$ cat src/rtl/i2c_master_ctrl.sv
// Byte-level I2C master: START / WRITE / READ / STOP commands, quarter-phase SCL generator,
// target clock-stretch support and an out/oe SDA pad pair.
module i2c_master_ctrl #(
  parameter int unsigned CLK_DIV = 125
) (
  input  logic       clk,
  input  logic       rst,
  input  logic       cmd_valid,
  output logic       cmd_ready,
  input  logic [1:0] cmd_op,
  input  logic [7:0] cmd_data,
  input  logic       cmd_nack,
  output logic       rsp_valid,
  output logic [7:0] rsp_data,
  output logic       rsp_nack,
  output logic       rsp_err,
  output logic       busy,
  output logic       scl_out,
  input  logic       scl_in,
  output logic       sda_out,
  output logic       sda_oe,
  input  logic       sda_in
);

  localparam int unsigned     DivW    = $clog2(CLK_DIV);
  localparam logic [DivW-1:0] DivLast = DivW'(CLK_DIV - 1);

  localparam logic [1:0] OpStart = 2'd0;
  localparam logic [1:0] OpWrite = 2'd1;
  localparam logic [1:0] OpRead  = 2'd2;
  localparam logic [1:0] OpStop  = 2'd3;

  typedef enum logic [2:0] {
    StIdle,
    StHold,
    StStart,
    StXfer,
    StStop
  } state_e;

  state_e          state_q, state_d;
  logic [DivW-1:0] div_q, div_d;
  logic [1:0]      phase_q, phase_d;
  logic [3:0]      bit_q, bit_d;
  logic [8:0]      shift_q, shift_d;
  logic [7:0]      data_q, data_d;
  logic            read_q, read_d;
  logic            nack_q, nack_d;
  logic            scl_q, scl_d;
  logic            oe_q, oe_d;
  logic            rsp_valid_q, rsp_valid_d;
  logic [7:0]      rsp_data_q, rsp_data_d;
  logic            rsp_nack_q, rsp_nack_d;
  logic            rsp_err_q, rsp_err_d;

  logic stretch;
  logic phase_end;
  logic active;

  // SDA enable for bit idx of a byte: data bits 0-7, acknowledge slot at bit 8.
  function automatic logic bit_oe(input logic is_read, input logic [7:0] data,
                                  input logic nack, input logic [3:0] idx);
    if (idx[3]) return is_read ? ~nack : 1'b0;
    return is_read ? 1'b0 : ~data[3'd7 - idx[2:0]];
  endfunction

  assign active    = (state_q == StStart) || (state_q == StXfer) || (state_q == StStop);
  // A target holding SCL low while we release it freezes the high quarter-phase.
  assign stretch   = active && (phase_q == 2'd1) && scl_q && !scl_in;
  assign phase_end = active && !stretch && (div_q == DivLast);

  always_comb begin
    state_d     = state_q;
    div_d       = '0;
    phase_d     = phase_q;
    bit_d       = bit_q;
    shift_d     = shift_q;
    data_d      = data_q;
    read_d      = read_q;
    nack_d      = nack_q;
    scl_d       = scl_q;
    oe_d        = oe_q;
    rsp_valid_d = 1'b0;
    rsp_data_d  = rsp_data_q;
    rsp_nack_d  = rsp_nack_q;
    rsp_err_d   = rsp_err_q;

    if (active && !stretch && !phase_end) begin
      div_d = div_q + 1'b1;
    end
    if (phase_end) begin
      phase_d = phase_q + 2'd1;
    end

    unique case (state_q)
      StIdle, StHold: begin
        if (cmd_valid) begin
          data_d  = cmd_data;
          read_d  = (cmd_op == OpRead);
          nack_d  = cmd_nack;
          phase_d = 2'd0;
          bit_d   = 4'd0;
          if (state_q == StIdle && cmd_op != OpStart) begin
            // Byte or STOP without owning the bus: reject, leave pads alone.
            rsp_valid_d = 1'b1;
            rsp_err_d   = 1'b1;
            rsp_data_d  = 8'h00;
            rsp_nack_d  = 1'b0;
          end else begin
            unique case (cmd_op)
              OpStart: begin
                state_d = StStart;
                oe_d    = 1'b0;
              end
              OpWrite, OpRead: begin
                state_d = StXfer;
                shift_d = '0;
                scl_d   = 1'b0;
                oe_d    = bit_oe(cmd_op == OpRead, cmd_data, cmd_nack, 4'd0);
              end
              OpStop: begin
                state_d = StStop;
                scl_d   = 1'b0;
                oe_d    = 1'b1;
              end
              default: ;
            endcase
          end
        end
      end

      StStart: begin
        if (phase_end) begin
          case (phase_q)
            2'd0: scl_d = 1'b1;
            2'd1: oe_d = 1'b1;
            2'd2: scl_d = 1'b0;
            default: state_d = StHold;
          endcase
        end
      end

      StXfer: begin
        if (phase_end) begin
          case (phase_q)
            2'd0: scl_d = 1'b1;
            2'd1: ;
            2'd2: begin
              scl_d   = 1'b0;
              shift_d = {shift_q[7:0], sda_in};
            end
            default: begin
              if (bit_q == 4'd8) begin
                state_d     = StHold;
                rsp_valid_d = 1'b1;
                rsp_err_d   = 1'b0;
                rsp_nack_d  = shift_q[0];
                rsp_data_d  = read_q ? shift_q[8:1] : 8'h00;
              end else begin
                bit_d = bit_q + 4'd1;
                oe_d  = bit_oe(read_q, data_q, nack_q, bit_q + 4'd1);
              end
            end
          endcase
        end
      end

      StStop: begin
        if (phase_end) begin
          case (phase_q)
            2'd0: scl_d = 1'b1;
            2'd1: oe_d = 1'b0;
            2'd2: ;
            default: state_d = StIdle;
          endcase
        end
      end

      default: state_d = StIdle;
    endcase
  end

  always_ff @(posedge clk) begin
    if (rst) begin
      state_q     <= StIdle;
      div_q       <= '0;
      phase_q     <= 2'd0;
      bit_q       <= 4'd0;
      shift_q     <= '0;
      data_q      <= 8'h00;
      read_q      <= 1'b0;
      nack_q      <= 1'b0;
      scl_q       <= 1'b1;
      oe_q        <= 1'b0;
      rsp_valid_q <= 1'b0;
      rsp_data_q  <= 8'h00;
      rsp_nack_q  <= 1'b0;
      rsp_err_q   <= 1'b0;
    end else begin
      state_q     <= state_d;
      div_q       <= div_d;
      phase_q     <= phase_d;
      bit_q       <= bit_d;
      shift_q     <= shift_d;
      data_q      <= data_d;
      read_q      <= read_d;
      nack_q      <= nack_d;
      scl_q       <= scl_d;
      oe_q        <= oe_d;
      rsp_valid_q <= rsp_valid_d;
      rsp_data_q  <= rsp_data_d;
      rsp_nack_q  <= rsp_nack_d;
      rsp_err_q   <= rsp_err_d;
    end
  end

  assign cmd_ready = (state_q == StIdle) || (state_q == StHold);
  assign busy      = active;
  assign scl_out   = scl_q;
  assign sda_oe    = oe_q;
  assign sda_out   = 1'b0;
  assign rsp_valid = rsp_valid_q;
  assign rsp_data  = rsp_data_q;
  assign rsp_nack  = rsp_nack_q;
  assign rsp_err   = rsp_err_q;

endmodule

$ cat config.mk
export PLATFORM = sky130hd
export DESIGN_NAME = i2c_master_ctrl
export DESIGN_NICKNAME = d
export VERILOG_FILES = /design/src/rtl/i2c_master_ctrl.sv
export SDC_FILE = /design/constraint.sdc
export NUM_CORES = 1
export LEC_CHECK = 0
export BUFFER_PORTS_ARGS = -buffer_cell sky130_fd_sc_hd__buf_4
export CAP_MARGIN = 20
export CORE_MARGIN = 5
export CORE_UTILIZATION = 54
export DETAILED_ROUTE_END_ITERATION = 8
export GPL_TIMING_DRIVEN = 0
export PLACE_DENSITY = 0.75
export SLEW_MARGIN = 40
export SYNTH_ARGS = -nofsm -noshare
export SYNTH_HDL_FRONTEND = slang
export SYNTH_SLANG_ARGS = --single-unit
$ cat constraint.sdc
create_clock -name clk -period 3.1 [get_ports clk]
set_input_delay 0.62 -clock clk [delete_from_list [all_inputs] [get_ports clk]]
set_output_delay 0.62 -clock clk [all_outputs]
set_load 0.03 [all_outputs]
Word level (Yosys, flattened, before mapping). Index checks and enable logic that the tools add are counted. W data, S select, Z words.

Register bits: 48. Word-level logic and storage cells: 167. Bits of input ports: 16. Output and inout bits: 16.

Add/subtract/negate cells: 4. Equality and inequality tests: 30. Muxes and demuxes: 81. Bitwise logic cells: 4. Reduce and logical (&&, ||, !) cells: 33. Order comparisons: 1.

Operator list (count): $mux W8 (6); $mux W9 (5); $mux W1 (41); $mux W3 (9); $ne A2 B2 Y1 const B (11); $pmux W9 S2 (1); $mux W4 (4); $pmux W8 S2 (1); $ne A2 B1 Y1 const B (7); $pmux W3 S4 (1); $reduce_and A6 Y1 (2); $reduce_and A10 Y1 (1); $pmux W3 S3 (1); $reduce_and A9 Y1 (1); $pmux W1 S2 (4); $pmux W4 S2 (1); $reduce_and A8 Y1 (1); $reduce_or A2 Y1 (4); $add A7 B1 Y7 const B (1); $eq A7 B7 Y1 const B (1); $logic_and A1 B1 Y1 (7); $eq A2 B2 Y1 const B (3); $eq A3 B2 Y1 const B (2); $mux W2 (3); other kinds (23) (35).

Depth between registers and ports, before layout. Gate-level depths: netlist (run 1).

Depth after elaboration: 16. Mapped depth: 8. Mapped depth without buffers: 7.

Least setup slack after synthesis (run 1). No wires, ideal clock.

Path kind: reg2reg. Start point: register state_q[1]. End point: register oe_q (netlist: sda_oe). Library setup time: 74 ps. Period minus slack after synthesis: 2023 ps. Data required time: 3026 ps. Path slack: 1077 ps. Data arrival time: 1949 ps. Cell stages (with the launch flop): 8. Path buffers: 2. Path through: dfxtp_1 buf_6 buf_2 nor2_1 o21ai_0 a221oi_1 o21ai_0 a31oi_1.

Cells in the longest elaborated chain, start to end: 11. Elaborated cells between the ends (all ways): 27. Those cells by class: eq/ne (13); mux (1); reduce/logical (13).

RTL lines: start: declaration (RTL line 41) `state_e state_q, state_d;`; start signal: assignment (RTL line 185) `state_q <= StIdle;`; start signal: assignment (RTL line 200) `state_q <= state_d;`; $eq A3 B2 Y1 (RTL line 67, 95); $logic_or A1 B1 Y1 (2 in series) (RTL line 67) `assign active = (state_q == StStart) || (state_q == StXfer) || (state_q == StStop);`; $logic_and A1 B1 Y1 (3 in series) (RTL line 69) `assign stretch = active && (phase_q == 2'd1) && scl_q && !scl_in;`; $logic_not A1 Y1 (RTL line 70) `assign phase_end = active && !stretch && (div_q == DivLast);`; $logic_and A1 B1 Y1 (2 in series) (RTL line 70); $ne A2 B2 Y1 (no line); $reduce_and A10 Y1 (no line); end signal: assignment (RTL line 194) `oe_q <= 1'b0;`; end signal: assignment (RTL line 209) `oe_q <= oe_d;`; end: declaration (RTL line 50) `logic oe_q, oe_d;`.

Several ways; a longest one is shown, not always the timed one. A chain may end at the register's enable or synchronous reset.

Worst setup path after layout (run 1).
Start point: register state_q[2]. End point: output busy.

Cells in the longest elaborated chain, start to end: 3. Elaborated cells between the ends (all ways): 5. Those cells by class: eq/ne (3); reduce/logical (2).

RTL lines: $eq A3 B2 Y1 (RTL line 67); $logic_or A1 B1 Y1 (RTL line 67); $logic_or A1 B1 Y1 * (RTL line 67); end: declaration (RTL line 17) `output logic busy,`.

Every way passes the cells marked *; elsewhere a longest branch is shown, timed or not.

==> results of run 1 <==
==> metal layers <==
layer | wire [um] | track usage | share of wire
met5 | 0 | 0 | 0
met4 | 63 | 0.06818 | 0.011
met3 | 273 | 0.03555 | 0.049
met2 | 2666 | 0.3268 | 0.48
met1 | 2537 | 0.2401 | 0.46
==> placed cells by master, fill, tap and decap left out, drive strengths merged, types with 4 or more instances in the layout <==
master   n
inv     12
nor3b    9
nand2b   5
nand2   32
clkbuf  17
and4bb   7
buf     35
dfxtp   48
nand3    7
o21ai   11
a41o     9
nor2    20
a31o     7
nor3     5
xor2     4
a21oi   19
mux2i    6
ha      13
==> path summary, 6_finish.rpt <==
kind | from | endpoint | depth (start not counted)
worst min-delay path | data_q[2] | data_q[2] | 2
worst min register to register | data_q[2] | data_q[2] | 2
worst max register to register | phase_q[1] | rsp_nack | 7
worst max-delay path | state_q[2] | busy | 5
==> cells by family after synthesis <==
| kind of cell | Yosys count | synth area share |
|---|---|---|
| AOI/OAI and AO/OA | 66 | 0.2038 |
| buffers and inverters | 28 | 0.05452 |
| adders and majority gates | 13 | 0.06385 |
| muxes | 7 | 0.03242 |
| xor gates and xnor gates | 7 | 0.02407 |
| and+or+nand+nor | 105 | 0.2426 |
| DFF | 48 | 0.3772 |
| other | 1 | 0.001472 |
==> where the power goes <==
part | internal (mW) | switching [mW] | total [mW]
sequential | 0.636 | 0.0117 | 0.648
combinational | 0.0761 | 0.124 | 0.200
clock | 0.182 | 0.215 | 0.396
==> final cells by class <==
cell class	instances	area, um2
fill	421	1734
multi-input combinational	199	1448
sequential	48	960.9
timing repair buffer	29	217.7
buffer	16	88.84
clock buffer	7	86.33
tap	54	67.56
inverter	12	50.05
clock inverter	1	7.507
==> worst max-delay path, delay by kind of cell (launching register included) <==
family / cells / cell delay, ns
and+or+nand+nor: 2 / 0.20
buffers and inverters: 3 / 0.67
DFF: 1 / 0.41
==> metrics by stage <==
step / power, mW / utilization / std cells
global route: 1.298 / 0.6279 / 366
detailed placement: 0.8616 / 0.6078 / 358
finish: 1.244 / 0.6279 / 366
floorplan: 0.7987 / - / 275
global placement: 0.8588 / 0.6078 / 358
CTS: 1.252 / 0.6279 / 366
==> state kept, by name, summed over array words and instances, names as in the netlist <==
| name | cells |
|---|---|
| scl_out | 1 |
| rsp_err | 1 |
| bit_q | 4 |
| state_q | 3 |
| rsp_nack | 1 |
| data_q | 8 |
| div_q | 7 |
| rsp_data | 8 |
| sda_oe | 1 |
| phase_q | 2 |
| read_q | 1 |
| shift_q | 9 |
| rsp_valid | 1 |
| nack_q | 1 |
==> flow_summary.yaml, run 1 <==
status:
  status: "finished, final reports clean"
clocking:
  cts.sinks: 48
  cts_hold_buf: 0
  tritoncts: "yes"
  post_cts.repair.setup_buffers: 0
  cts_resized: 0
  htree_levels: 2
  clock_latency_ns: 0.30
  clk_pin_slew_ns: 0.09
  cts_buffer_depth: 2
  root_buffer: "clkbuf_8"
  cts_made_buffers: 5
worst_setup_path:
  worst_path_max_delay_cell: "dfxtp_1"
  crit_arrival_ns: 1.58
  crit_type: "reg2out"
  slowest_delay_ns: 0.41
  critPathLaunchType: "flip-flop"
  required_ns: 2.48
  crit_path_end_kind: "primary output"
  cp_max_fo: 10
  r2r_slack_ns: 0.94
  cp_cell_sequence: "clkbuf_1 > inv_1 > nand2_1 > nand2_1 > buf_4"
  cp_common_cell: "nand2_1"
sta:
  fin_crit_ns: 2.204
  skew_ns: 0.005745
  whs_ns: 0.4603
  rsz0062_at_grt: "false"
  setup_viol: 0
  relSlewSlack: 0.6360
  worst_pin_slew_ns: 0.5418
  drv_slew: 0
  period_share: 0.7109
  worst_slack_ns: 0.8961
  final.setup.tns_ns: 0
  timing.fmax_mhz: 453.7
  hold_viol: 0
floorplan:
  core_um2: 4661
  die_area_um2: 6191
  die_y_um: 78.69
  io_pins: 32
  die_w_um: 78.69
  start_util: 0.5466
  num_rows: 25
yosys:
  synth_top_area_frac: 0.3772
  synth.yosys.seq_area_share: 0.3772
  synth-edff-count: 0
  ys_async_sr_fraction: 0
  synth_flop_cell: "dfxtp_1"
  netlist_area_um2: 2547
  synth_most_common_cell: "dfxtp_1"
  ys_types: 56
  synth_nets: 304
  yosysTopAreaCell: "dfxtp_1"
  postSynthCellCount: 275
  ys_warn_count: 0
  ys_ff_latch: 48
  ys_top_cells_by_area: "dfxtp_1 (38%), ha_1 (6.4%), nand2_1 (4.7%)"
  synth.avg_cell_area_um2: 9.263
  synth_common_cells: "dfxtp_1 (48), nand2_1 (32), nor2_1 (20)"
global_route:
  overflow: 0
  grt_pass1_wl_um: 9390
  grt_usage: 0.1915
  antenna_found_initial: 0
  grt_pass1_vias: 1995
  grt_max_degree: 15
placed_design:
  placed_area_um2: 2833
  port-buffer-count: 29
  detailedPlace.worstSlack_ns: 0.8605
  hpwl_um: 4011
  place_congestion: 0.8373
drt:
  drtIter0Drc: 117
  routedWlPerCell_um: 15.14
  drcViolationCount: 0
  vias: 2109
  ant_nets: 0
  vias_per_cell: 5.762
  wirelength_um: 5540
  firstDrtPassIters: 4
power:
  pwr_density_cell_nw_per_um2: 425.2
  ir_drop_mv: 0.2394
  leakagePower_nw: 1.221
finish:
  num_antenna_cells: 0
  nets: 340
  stdcell_area_um2: 2927
  drive_above_1_share: 0.1795
  area_delta_synth_final_pct: 14.88
min_path:
  hp-class: "reg2reg"
flow_run:
  max_cap_violations: 0
No activity file was read; power rests on OpenSTA's default activity.
==> run 2, diff against run 1 <==
clock period = 2.07 ns   (was 3.1 ns; I/O delays follow)
==> run 2 against run 1 <==
Clock skew is 0.0025 ns higher. Via count is 2.0% higher. First-iteration DRC count is 1.7% higher. Flip-flop and latch count stayed put. Final area is 2.2% higher. Highest routed layer unchanged. Non-clock buffer count is 3 higher. Wire length is 1.8% higher. Critical path type is now reg2reg. Critical path depth is 3 higher.
==> flow_summary.yaml, run 2 (synthesis gave the netlist of run 1 again) <==
placed_design:
  detailedPlace.worstSlack_ns: -0.1173
  port-buffer-count: 29
  hpwl_um: 4011
  dp.cells: 358
  place_congestion: 0.8373
power:
  combPwrFrac: 0.169
  internal_power_mw: 1.352
  switchingPower_mw: 0.5327
  clockPowerShare: 0.316
  pwr-share-seq: 0.515
  leakagePower_nw: 1.253
  swShare: 0.2827
  ir_drop_mv: 0.3613
  pwr_density_cell_nw_per_um2: 630.2
  power_mw: 1.885
sta:
  worst_slack_ns: 0.08786
  final.setup.tns_ns: 0
  drv_slew: 0
  fin_crit_ns: 1.982
  period_share: 0.9576
  relSlewSlack: 0.6339
  timing.fmax_mhz: 504.5
  worst_pin_slew_ns: 0.5491
  setup_viol: 0
  hold_viol: 0
  skew_ns: 0.008261
global_route:
  use_met2: 0.3319
  grt_usage: 0.1923
  grt_busiest_layer: "met2"
  gr-usage-met3: 0.03555
  met1_usage: 0.2351
  antenna_found_initial: 0
  grt_pass1_wl_um: 9432
  overflow: 0
  grt_max_degree: 15
  grt_pass1_vias: 2032
drt:
  firstDrtPassIters: 4
  vias: 2151
  ant_nets: 0
  wirelength_um: 5641
  drtIter0Drc: 119
  routedWlPerCell_um: 15.29
  vias_per_cell: 5.829
  drcViolationCount: 0
clocking:
  clk_pin_slew_ns: 0.09
  root_buffer: "clkbuf_8"
  tritoncts: "yes"
  cts_made_buffers: 5
  cts.sinks: 48
  htree_levels: 2
  cts_hold_buf: 0
  clock_latency_ns: 0.31
  cts_buffer_depth: 2
worst_setup_path:
  critPathLaunchType: "flip-flop"
  crit_type: "reg2reg"
  worstReg2RegStart: "phase_q[1]"
  r2r_cells: 8
  r2r_slack_ns: 0.09
  required_ns: 2.28
  r2r-end: "shift_q[6]"
  crit_arrival_ns: 2.19
  cp_max_fo: 9
  crit_path_end_kind: "flip-flop"
finish:
  final_cells: 369
  area_delta_synth_final_pct: 17.39
  final_util: 0.6416
  mostFrequentLayoutCell: "dfxtp_1"
  drive_above_1_share: 0.2032
  layout_common_cells: "dfxtp_1 (48), nand2_1 (32), buf_4 (32)"
  num_antenna_cells: 0
  largest_register_ffs: 9
  nets: 343
  largest_register: "shift_q"
flow_run:
  max_cap_violations: 0
floorplan:
  core_um2: 4661
  die_w_um: 78.69
  start_util: 0.5466
  io_pins: 32
  num_rows: 25
  die_y_um: 78.69
  die_area_um2: 6191
min_path:
  hp-class: "in2reg"
  hold_path_end: "shift_q[0]"
  hp-start: "sda_in"
  hold_depth: 2
status:
  status: "finished, final reports clean"
==> run 2: worst max-delay path, stage by stage, from the launching register on <==
cell,delay [ns]
dfxtp_1,0.40
inv_1,0.08
ha_1,0.21
nand3b_1,0.17
o2111ai_4,0.24
o32ai_4,0.35
buf_12,0.16
nor3b_1,0.05
a41o_1,0.21
==> run 2: worst max path at each step <==
stage                     from  slack, ns    endpoint  cells after the start
floorplan           state_q[1]       0.05      sda_oe                      7
global placement    phase_q[1]      -0.06    rsp_nack                      7
detailed placement  phase_q[1]      -0.12    rsp_nack                      7
CTS                 phase_q[1]       0.02    bit_q[3]                      7
global route          bit_q[0]      -0.03    rsp_nack                      8
finish              phase_q[1]       0.09  shift_q[6]                      8
==> run 2: per-layer routing <==
metal  vias up  share of wire
met1      1029           0.45
met4         0          0.017
met3         8          0.046
met2        41           0.49
met5         -              0
li1       1073              -
==> run 2: area by class of cell <==
| cell class | count | area [um2] |
|---|---|---|
| fillers | 414 | 1670 |
| multi-input cells | 199 | 1459 |
| flip-flops and latches | 48 | 960.9 |
| repair buffers | 33 | 272.8 |
| clock buffers | 7 | 86.33 |
| plain buffers | 15 | 86.33 |
| well taps | 54 | 67.56 |
| inverters | 12 | 50.05 |
| clock inverters | 1 | 7.507 |
==> run 2: timing repair <==
action,CTS,global route
endpoints found under the setup margin,18,25
pin swaps,2,2
resized for setup,0,5
buffers inserted,1,3
==> run 2: through the flow <==
stage / area, um2 / hold slack (ns)
floorplan: 2547 / 0.4297
global placement: 2833 / 0.4423
detailed placement: 2833 / 0.4476
CTS: 2947 / 0.3380
global route: 2990 / 0.3536
finish: 2990 / 0.3419
==> run 2: power groups by stage <==
| stage | combinational [mW] | sequential [mW] | clock (mW) |
|---|---|---|---|
| after floorplan | 0.194 | 1.00 | 0 |
| after global placement | 0.295 | 0.991 | 0 |
| after detailed placement | 0.299 | 0.991 | 0 |
| after CTS | 0.310 | 0.970 | 0.605 |
| after global routing | 0.351 | 0.974 | 0.636 |
| final | 0.318 | 0.970 | 0.596 |
==> run 3, diff against run 2 <==
clock period = 2.15 ns   (was 2.07 ns; I/O delays follow)
==> run 3 against run 2 <==
Sequential share of layout area up 0.19 points. Combinational power down 4%. Setup slack better by 0.033 ns. Largest power group unchanged. Highest routed layer unchanged.
==> flow_summary.yaml, run 3 (synthesis gave the netlist of run 1 again) <==
drt:
  drtIter0Drc: 169
  routedWlPerCell_um: 15.24
  firstDrtPassIters: 5
  ant_nets: 0
  vias: 2158
  wirelength_um: 5609
  vias_per_cell: 5.864
  drcViolationCount: 0
clocking:
  cts_made_buffers: 5
  clock_latency_ns: 0.30
  cts_buffer_depth: 2
  htree_levels: 2
  clk_pin_slew_ns: 0.09
  root_buffer: "clkbuf_8"
  cts_hold_buf: 0
  cts.sinks: 48
  tritoncts: "yes"
finish:
  nets: 342
  final_util: 0.6379
  num_antenna_cells: 0
  area_delta_synth_final_pct: 16.70
  drive_above_1_share: 0.1911
  layout_common_cells: "dfxtp_1 (48), nand2_1 (32), buf_4 (30)"
  largest_register: "shift_q"
  largest_register_ffs: 9
  regArea_um2: 960.9
  fill_cells: 414
  multi_input_area_um2: 1454
  mostFrequentLayoutCell: "dfxtp_1"
sta:
  final.setup.tns_ns: 0
  worst_pin_slew_ns: 0.5623
  setup_viol: 0
  fin_crit_ns: 2.029
  period_share: 0.9436
  hold_viol: 0
  relSlewSlack: 0.6251
  drv_slew: 0
  timing.fmax_mhz: 492.9
  skew_ns: 0.003934
  rsz0062_at_grt: "false"
floorplan:
  core_um2: 4661
  start_util: 0.5466
  die_area_um2: 6191
  io_pins: 32
  die_y_um: 78.69
  die_w_um: 78.69
  num_rows: 25
power:
  internal_power_mw: 1.301
  ir_drop_mv: 0.3490
  switchingPower_mw: 0.5059
  clockPowerShare: 0.315
  leakagePower_nw: 1.240
  power_mw: 1.807
  pwr-share-seq: 0.517
  combPwrFrac: 0.168
  pwr_density_cell_nw_per_um2: 607.7
  swShare: 0.2800
worst_setup_path:
  required_ns: 2.35
  cp_max_fo: 10
  cp_top_family: "compound AO/OA/AOI/OAI gates"
  worst-path-buf-inv: 3
  crit_path_end_kind: "flip-flop"
  cp_cell_sequence: "inv_1 > ha_1 > nand3b_1 > o2111ai_4 > o31ai_4 > buf_12 > inv_6 > a32o_1"
  crit_type: "reg2reg"
  crit_arrival_ns: 2.23
  critPathLaunchType: "flip-flop"
  worst_path_max_delay_cell: "dfxtp_1"
  slowest_delay_ns: 0.40
global_route:
  grt_max_degree: 15
  grt_pass1_wl_um: 9390
  overflow: 0
  antenna_found_initial: 0
  grt_pass1_vias: 1995
  grt_usage: 0.1915
placed_design:
  place_congestion: 0.8373
  hpwl_um: 4011
  port-buffer-count: 29
status:
  status: "finished, final reports clean"
flow_run:
  max_cap_violations: 0
min_path:
  hp-class: "in2reg"
==> run 3: changes by cell type in the layout (fill, tap and decap cells not counted) <==
cell / previous run / this run
buf_4: 32 / 30
clkbuf_2: 1 / 0
clkbuf_1: 9 / 11
nor3_2: 1 / 0
nor3_1: 4 / 5
==> run 3: path summary, 6_finish.rpt <==
check	from	end	slack, ns	depth (start not counted)
hold / removal	sda_in	shift_q[0]	0.36	2
setup reg to reg	phase_q[1]	rsp_nack	0.12	8
hold reg to reg	data_q[2]	data_q[2]	0.46	2
setup / recovery	phase_q[1]	rsp_nack	0.12	8
==> run 3: worst register-to-register path, cell delays in order, from the launching register on <==
cell and delay (ns):
dfxtp_1 0.40, inv_1 0.08, ha_1 0.21, nand3b_1 0.17, o2111ai_4 0.27, o31ai_4 0.34, buf_12 0.17, inv_6 0.06
a32o_1 0.24
==> run 3: per-stage QoR <==
| step | setup slack, ns | cell area (um2) | instances | hold WS [ns] |
|---|---|---|---|---|
| 5_1_grt | 0.02263 | 2973 | 368 | 0.3696 |
| 2_1_floorplan | 0.1268 | 2547 | 275 | 0.4297 |
| 3_5_place_dp | -0.03733 | 2833 | 358 | 0.4476 |
| 6_report | 0.1212 | 2973 | 368 | 0.3631 |
| 4_1_cts | 0.007166 | 2927 | 366 | 0.3540 |
| 3_3_place_gp | 0.02102 | 2833 | 358 | 0.4423 |
==> run 3: power groups by stage <==
stage / Sequential, mW / Clock (mW) / Combinational, mW
floorplan: 0.965 / 0 / 0.187
global placement: 0.954 / 0 / 0.284
detailed placement: 0.954 / 0 / 0.288
CTS: 0.934 / 0.583 / 0.289
global route: 0.938 / 0.614 / 0.336
finish: 0.934 / 0.568 / 0.304
==> run 3: repair_timing <==
| action | in CTS | in global routing |
|---|---|---|
| resized for setup | 0 | 2 |
| endpoints found under the setup margin | 5 | 24 |
| pin swaps | 1 | 3 |
| endpoints found under the hold margin | 0 | 0 |
| buffers inserted | 0 | 2 |
==> run 3: final cells by class <==
type                    instances  area share
clock inverters                 1    0.002525
well taps                      54     0.02273
multi-input cells             199      0.4891
plain buffers                  16     0.02988
inverters                      12     0.01684
clock buffers                   7     0.02904
flip-flops and latches         48      0.3232
repair buffers                 31     0.08670
==> run 3: metal layers <==
layer | wire length, um | up-vias | share of wire | GRT usage
met5 | 0 | - | 0 | 0
li1 | - | 1072 | - | -
met1 | 2557 | 1035 | 0.46 | 0.2401
met3 | 264 | 4 | 0.047 | 0.03555
met2 | 2729 | 47 | 0.49 | 0.3268
met4 | 58 | 0 | 0.010 | 0.06818
